**src/rtl/fir_decimator.sv**
```systemverilog
// Half-band 7-tap FIR low-pass with decimation by 2 for signed PCM samples.
// One sequential multiplier; every output appears exactly 9 cycles after the triggering sample.
module fir_decimator #(
  parameter int WIDTH = 16
) (
  input  logic                    clk_in,
  input  logic                    rst_in,
  input  logic signed [WIDTH-1:0] audio_in,
  input  logic                    audio_sample_valid,
  output logic signed [WIDTH-1:0] dec_output,
  output logic                    dec_output_ready
);

  localparam int TAPS   = 7;
  localparam int COEF_W = 6;
  localparam int PROD_W = WIDTH + COEF_W;
  localparam int ACC_W  = WIDTH + 8;

  localparam logic signed [ACC_W-1:0] SAT_MAX = {{(ACC_W-WIDTH+1){1'b0}}, {(WIDTH-1){1'b1}}};
  localparam logic signed [ACC_W-1:0] SAT_MIN = {{(ACC_W-WIDTH+1){1'b1}}, {(WIDTH-1){1'b0}}};

  typedef enum logic [1:0] {
    S_IDLE,
    S_MAC,
    S_SAT,
    S_OUT
  } state_t;

  state_t r_state;
  state_t w_state_next;

  logic signed [WIDTH-1:0]  r_dl   [0:TAPS-1];
  logic signed [WIDTH-1:0]  r_snap [0:TAPS-1];
  logic                     r_phase;
  logic [2:0]               r_tap;
  logic signed [ACC_W-1:0]  r_acc;
  logic signed [WIDTH-1:0]  r_sat;

  logic                     w_busy;
  logic                     w_accept;
  logic                     w_trigger;
  logic signed [COEF_W-1:0] w_coef;
  logic signed [WIDTH-1:0]  w_tap_sample;
  logic signed [PROD_W-1:0] w_product;
  logic signed [ACC_W-1:0]  w_product_ext;
  logic signed [ACC_W-1:0]  w_shifted;
  logic signed [WIDTH-1:0]  w_sat_val;

  assign w_busy    = (r_state != S_IDLE);
  assign w_accept  = audio_sample_valid && !w_busy;
  assign w_trigger = w_accept && r_phase;

  // Coefficient ROM and tap select share the same index.
  always_comb begin
    w_coef       = '0;
    w_tap_sample = '0;
    case (r_tap)
      3'd0: begin w_coef = -6'sd1; w_tap_sample = r_snap[0]; end
      3'd1: begin w_coef =  6'sd0; w_tap_sample = r_snap[1]; end
      3'd2: begin w_coef =  6'sd9; w_tap_sample = r_snap[2]; end
      3'd3: begin w_coef =  6'sd16; w_tap_sample = r_snap[3]; end
      3'd4: begin w_coef =  6'sd9; w_tap_sample = r_snap[4]; end
      3'd5: begin w_coef =  6'sd0; w_tap_sample = r_snap[5]; end
      3'd6: begin w_coef = -6'sd1; w_tap_sample = r_snap[6]; end
      default: begin w_coef = '0; w_tap_sample = '0; end
    endcase
  end

  assign w_product     = w_coef * w_tap_sample;
  assign w_product_ext = {{(ACC_W-PROD_W){w_product[PROD_W-1]}}, w_product};
  assign w_shifted     = r_acc >>> 5;

  always_comb begin
    w_sat_val = w_shifted[WIDTH-1:0];
    if (w_shifted > SAT_MAX) begin
      w_sat_val = SAT_MAX[WIDTH-1:0];
    end else if (w_shifted < SAT_MIN) begin
      w_sat_val = SAT_MIN[WIDTH-1:0];
    end
  end

  always_ff @(posedge clk_in) begin
    if (rst_in) begin
      r_state <= S_IDLE;
    end else begin
      r_state <= w_state_next;
    end
  end

  // IDLE -> MAC (7 taps) -> SAT -> OUT gives the fixed 9-cycle latency.
  always_comb begin
    w_state_next = r_state;
    case (r_state)
      S_IDLE:  if (w_trigger) w_state_next = S_MAC;
      S_MAC:   if (r_tap == 3'd6) w_state_next = S_SAT;
      S_SAT:   w_state_next = S_OUT;
      S_OUT:   w_state_next = S_IDLE;
      default: w_state_next = S_IDLE;
    endcase
  end

  // Snapshot captures the delay line as it will look after this shift.
  always_ff @(posedge clk_in) begin
    if (rst_in) begin
      for (int i = 0; i < TAPS; i++) begin
        r_dl[i]   <= '0;
        r_snap[i] <= '0;
      end
    end else if (w_accept) begin
      r_dl[0] <= audio_in;
      for (int i = 1; i < TAPS; i++) begin
        r_dl[i] <= r_dl[i-1];
      end
      if (w_trigger) begin
        r_snap[0] <= audio_in;
        for (int i = 1; i < TAPS; i++) begin
          r_snap[i] <= r_dl[i-1];
        end
      end
    end
  end

  always_ff @(posedge clk_in) begin
    if (rst_in) begin
      r_phase          <= 1'b0;
      r_tap            <= '0;
      r_acc            <= '0;
      r_sat            <= '0;
      dec_output       <= '0;
      dec_output_ready <= 1'b0;
    end else begin
      dec_output_ready <= 1'b0;
      if (w_accept) begin
        r_phase <= ~r_phase;
      end
      if (w_trigger) begin
        r_acc <= '0;
        r_tap <= '0;
      end
      if (r_state == S_MAC) begin
        r_acc <= r_acc + w_product_ext;
        r_tap <= r_tap + 3'd1;
      end
      if (r_state == S_SAT) begin
        r_sat <= w_sat_val;
      end
      if (r_state == S_OUT) begin
        dec_output       <= r_sat;
        dec_output_ready <= 1'b1;
      end
    end
  end

endmodule

```
**config.mk**
```make
export PLATFORM = sky130hd
export DESIGN_NAME = fir_decimator
export DESIGN_NICKNAME = d
export VERILOG_FILES = /design/src/rtl/fir_decimator.sv
export SDC_FILE = /design/constraint.sdc
export NUM_CORES = 1
export LEC_CHECK = 0
export BUFFER_PORTS_ARGS = -buffer_cell sky130_fd_sc_hd__buf_2
export CAP_MARGIN = 5
export CORE_UTILIZATION = 30
export DETAILED_ROUTE_END_ITERATION = 12
export PLACE_DENSITY = 0.54
export SYNTH_ARGS = -nofsm -noshare
export SYNTH_HDL_FRONTEND = slang
export SYNTH_SLANG_ARGS = --single-unit
```
**constraint.sdc**
```tcl
create_clock -name clk_in -period 5.2 [get_ports clk_in]
set_input_delay 0.78 -clock clk_in [delete_from_list [all_inputs] [get_ports clk_in]]
set_output_delay 0.78 -clock clk_in [all_outputs]
set_load 0.005 [all_outputs]
```
### Word level (Yosys, flattened, before mapping)

Memories as Yosys holds them, arrays and structs flattened.
Index checks and enable logic that the tools add are counted.

* latch bits: 0
* output and inout bits: 17
* memories kept: 2
* register bits after elaboration: 63
* logic and storage cells: 85
* bits of input ports: 19
* memory bits (read-only): 0
* memory bits (writable): 224

Memories
* r_dl: words 7, width 16, read ports 6, clocked after Yosys merged registers in 0, wr ports 7, RTL line 32 `logic signed [WIDTH-1:0] r_dl [0:TAPS-1];`
* r_snap: words 7, width 16, read ports 7, clocked after Yosys merged registers in 0, wr ports 7, RTL line 33 `logic signed [WIDTH-1:0] r_snap [0:TAPS-1];`

* $lt $le $gt $ge: 2
* multiply operators: 1
* $add $sub $neg: 2
* reduce and logical (&&, ||, !) cells: 10
* bitwise gates (word level): 15
* multiplexer cells: 35
* equal/unequal tests: 11
* divide/modulo/power cells: 0
* shift-type cells: 0

Operators by type and width (number)
* 16-bit 2-to-1 mux: 16
* 16-bit one-hot mux with 7 select lines: 1
* 24-bit 2-to-1 mux: 2
* 24-bit by 22-bit adder with 24-bit output: 1
* 6-bit by 16-bit multiplier with 22-bit output: 1
* 19-bit by 16-bit greater-than comparator with 1-bit output (second input constant): 1
* 19-bit by 16-bit < comparator with 1-bit output (second input constant): 1
* 6-bit one-hot mux with 3 select lines: 1
* 1-bit bitwise OR: 14
* 1-bit 2-to-1 mux: 10
* 3-bit equality test (second input constant): 3
* 2-bit one-hot mux with 4 select lines: 1
* 3-bit by 2-bit equality test with 1-bit output (second input constant): 2
* 3-bit 2-to-1 mux: 2
* 2-bit equality test (second input constant): 2
* 2-bit 2-to-1 mux: 2
* 2-bit inequality test (second input constant): 2
* 2-bit nonzero test: 2
* 2-bit OR reduction: 2
* 3-bit by 1-bit adder with 3-bit output (second input constant): 1
* 3-bit by 1-bit equality test with 1-bit output (second input constant): 1
* 3-bit zero test: 1
* 2-bit by 1-bit equality test with 1-bit output (second input constant): 1
* 1-bit logical AND: 2
* other kinds (4): 4

### Depth between registers and ports, before layout

* word-level depth: 9
* gate-level depth with buffers: 26
* depth with buffers taken out: 23

### Least setup slack after synthesis

OpenSTA, ideal clock, no wires.

* path type: register to register
* start point: register r_tap[0]
* end point: register r_acc[22]
* data required time: 5.083 ns
* period minus slack after synthesis: 5.680 ns
* arrival time: 5.564 ns
* cell stages (with the launch flop): 25
* library setup time: 0.117 ns
* setup slack: -0.480 ns
* path buffers: 3
* path through: dfxtp_1 > inv_1 > ha_1 > buf_2 > nand2_1 > a21boi_1 > buf_2 > inv_1 > nor2_1 > buf_2 > nor2_1 > fa_1 > fa_1 > fa_1 > inv_1 > fa_1 > inv_1 > ha_1 > nor3_2 > nor4_4 > o311ai_2 > a211oi_2 > a221oi_2 > xnor2_1 > a22o_1

* longest elaborated chain between the ends: 6
* elaborated cells on any way between the ends: 14
* those cells by class: 1 x add/sub; 1 x mul; 6 x eq/ne; 3 x mux; 3 x reduce/logical

Ends and longest elaborated chain
* from (decl): RTL line 35 `logic [2:0] r_tap;`
* from (signal assigned): RTL line 142 `r_tap <= r_tap + 3'd1;`
* 3-bit equality test, or another cell as far along: RTL line 57 `case (r_tap)`
* 2-bit OR reduction (no source line)
* 6-bit one-hot mux with 3 select lines: RTL line 57
* 6-bit by 16-bit multiplier with 22-bit output *: RTL line 69 `assign w_product = w_coef * w_tap_sample;`
* 24-bit by 22-bit adder with 24-bit output *: RTL line 141 `r_acc <= r_acc + w_product_ext;`
* 24-bit 2-to-1 mux *: RTL line 140 `if (r_state == S_MAC) begin`
* to (signal assigned): RTL line 141
* to (decl): RTL line 36 `logic signed [ACC_W-1:0] r_acc;`

Every way passes the cells marked *; elsewhere a longest branch is shown, timed or not.
A chain may end at the register's enable or synchronous reset.

### Worst setup path after layout

* start point: register r_tap[0]
* end point: register r_acc[18]

Same word-level chain as after synthesis.

==> flow_summary.yaml <==
floorplanning:
  dieArea_sq_um: 50400
  die_x_um: 224
  coreArea_sq_um: 48800
  ios: 36
  die_h_um: 224
  placementRows: 81
  start_util: 0.304
cts:
  clock_path_buffers: 3
  cts_made_buffers: 29
  holdBufCountCts: 0
  htreeDepth: 1
  cts.sinks: 271
  cts_tree: "done"
  clock_latency_ps: 570
  cts-root-buf: "clkbuf_16"
  cts.clk_slew.worst_paths_ps: 60
job:
  max_cap_violations: 0
timing:
  fin_skew_ps: 17.3
  hold_viol_final: 0
  tightest_slew_ps: 959
  setup_viol: 17
  fin_crit_sh: 1.10
  min_period_ps: 5710
  slew_headroom: 0.361
  drv_slew: 0
  fin_setup_tns_ps: -5630
  layout_setup_ws_ps: -512
  fmax_mhz: 175
  rsz0062_at_grt: "yes"
run_status:
  violations: "setup timing"
  status: "finished, violations left"
finish:
  syn2layout_area_growth_pct: 21.9
  layout.cells.non_filler: 2068
  antenna_cells: 0
  final_nets: 1548
  drive_gt1_frac: 0.222
  multi_input_area_sq_um: 7050
  nFillCells: 4852
  ff_latch_area_sq_um: 7520
placed_design:
  dp.final_hpwl_um: 20500
  globalplace.congestion: 0.797
  placed_cells: 1996
  dpl_worst_slack_ps: -589
  numPortBuffers: 35
critical_path:
  arrival_ps: 6170
  cp-start-kind: "flip-flop"
  cp-end-kind: "flip-flop"
  path_max_fanout: 6
  timing_worst_setup_path_type: "reg -> reg"
  required_ps: 5660
drt:
  drc_errors: 0
  drt_iter0_drc: 525
  route.vias.total: 9317
  drt-pass1-iter-count: 6
  ant_nets: 0
  route.detailed.wl_per_inst_um: 14.9
  viasPerCell: 4.51
  drt_wl_total_um: 30800
global_routing:
  grt_pass1_wl_um: 50600
  grt-ovfl-total: 0
  grt_pass1_vias: 9497
  grt_use_total: 0.124
  antenna_found_initial: 0
  grt_max_degree: 98
synth:
  syn_inst: 1272
  syn_area_per_cell_sq_um: 11.7
  synth-edff-count: 208
  synthArstFlopShare: 0
  yosys_warnings: 0
  synth_ff_type: "edfxtp_1"
  netlist_area_sq_um: 14800
  synth-seq-cells: 271
  seq_area_frac_synth: 0.506
  synthDistinctLibCells: 59
  syn_nets: 1439
min_path:
  min_path_type: "reg -> reg"
-- cells in the final DEF, fill, tap and decap left out, drive strengths merged, types with 3 or more instances in the layout --
| cell type | n |
|---|---|
| edfxtp | 208 |
| inv | 151 |
| buf | 150 |
| and3 | 97 |
| nor2 | 97 |
| and2 | 96 |
| fa | 84 |
| ha | 64 |
| dfxtp | 63 |
| nand2 | 47 |
| clkbuf | 36 |
| a21oi | 34 |
| nor2b | 33 |
| o21ai | 30 |
| a222oi | 28 |
| mux2i | 24 |
| nand2b | 21 |
| xnor2 | 18 |
| a22oi | 14 |
| clkinv | 13 |
| a211o | 12 |
| a21o | 12 |
| xor2 | 10 |
| a22o | 10 |
| a211oi | 6 |
| a221oi | 5 |
| a221o | 4 |
| nor3 | 4 |
| or3 | 3 |
| a31oi | 3 |
| a21boi | 3 |
-- worst max-delay path, cell delays in order, from the launching register on --
cell and delay, ps:
dfxtp_4 380, inv_4 50, ha_4 200, buf_6 130
a222oi_1 590, nor2_1 140, a211o_1 330, nand2_2 100
inv_2 40, fa_1 490, fa_1 430, fa_1 520
inv_2 50, fa_1 550, inv_2 50, ha_4 160
buf_6 130, nor2_4 90, inv_2 50, o311ai_4 380
a21oi_2 100, or3_1 410, a32o_1 250
-- per-layer routing --
layer / global-route usage / up-vias / wire length [um] / part of all wire
met4: 0.0215 / 0 / 447 / 0.015
met1: 0.176 / 4541 / 15500 / 0.50
met2: 0.202 / 127 / 13800 / 0.45
li1: - / 4611 / - / -
met3: 0.0200 / 38 / 1060 / 0.034
met5: 0 / - / 0 / 0
-- state kept, by name, indices dropped and copies added, names as in the netlist --
signal and cells:
r_snap 112, r_dl 96, r_acc 24, dec_output 16, r_sat 16, r_tap 3
r_state 2, dec_output_ready 1, r_phase 1
-- cell usage after synthesis, drive strengths merged (5+ instances only) --
library cell,number,area share
a211o,12,0.0071
a211oi,6,0.0037
a21o,12,0.0061
a21oi,34,0.012
a221oi,5,0.0034
a222oi,28,0.019
a22o,10,0.0059
a22oi,14,0.0071
and2,96,0.040
and3,97,0.041
buf,9,0.0032
clkbuf,64,0.016
dfxtp,63,0.085
edfxtp,208,0.42
fa,84,0.11
ha,64,0.054
inv,148,0.037
mux2i,24,0.016
nand2,47,0.012
nand2b,21,0.0089
nor2,97,0.025
nor2b,33,0.014
o21ai,30,0.010
xnor2,18,0.011
xor2,10,0.0059
-- kinds of logic after synthesis --
family / synth area share
muxes: 0.0162
buffers and inverters: 0.0568
xor gates and xnor gates: 0.0170
and+or+nand+nor: 0.149
AOI/OAI and AO/OA: 0.0883
adders and majority gates: 0.167
DFF: 0.506
-- final cells by class --
class                   count  area share
inverters                 148      0.0310
flip-flops and latches    271       0.415
well taps                 664      0.0459
repair buffers            151      0.0661
multi-input cells         780       0.389
clock buffers              36      0.0440
clock inverters            18     0.00850
-- stage by stage --
stage	hold WS, ps	util	cell area, sq um
2_1_floorplan	445	-	15200
3_3_place_gp	460	0.341	16700
3_5_place_dp	459	0.341	16700
4_1_cts	465	0.369	18000
5_1_grt	472	0.371	18100
6_report	470	0.371	18100
-- path summary, 6_finish.rpt --
check	from	end	slack [ps]	cells past startpoint
worst max-delay path	r_tap[0]	r_acc[18]	-510	22
worst min-delay path	r_sat[4]	r_sat[4]	470	2
worst max register to register	r_tap[0]	r_acc[18]	-510	22
worst min register to register	r_sat[4]	r_sat[4]	470	2
-- timing repair --
action | CTS | global route
endpoints found under the setup margin | 17 | 18
resized for setup | 63 | 17
cloned | 1 | 0
setup buffers | 16 | 2
pin swaps | 60 | 21
Power is left out: the tool's default activity adds up to more than one toggle a clock period on the data nets, which glitch-free logic cannot reach.
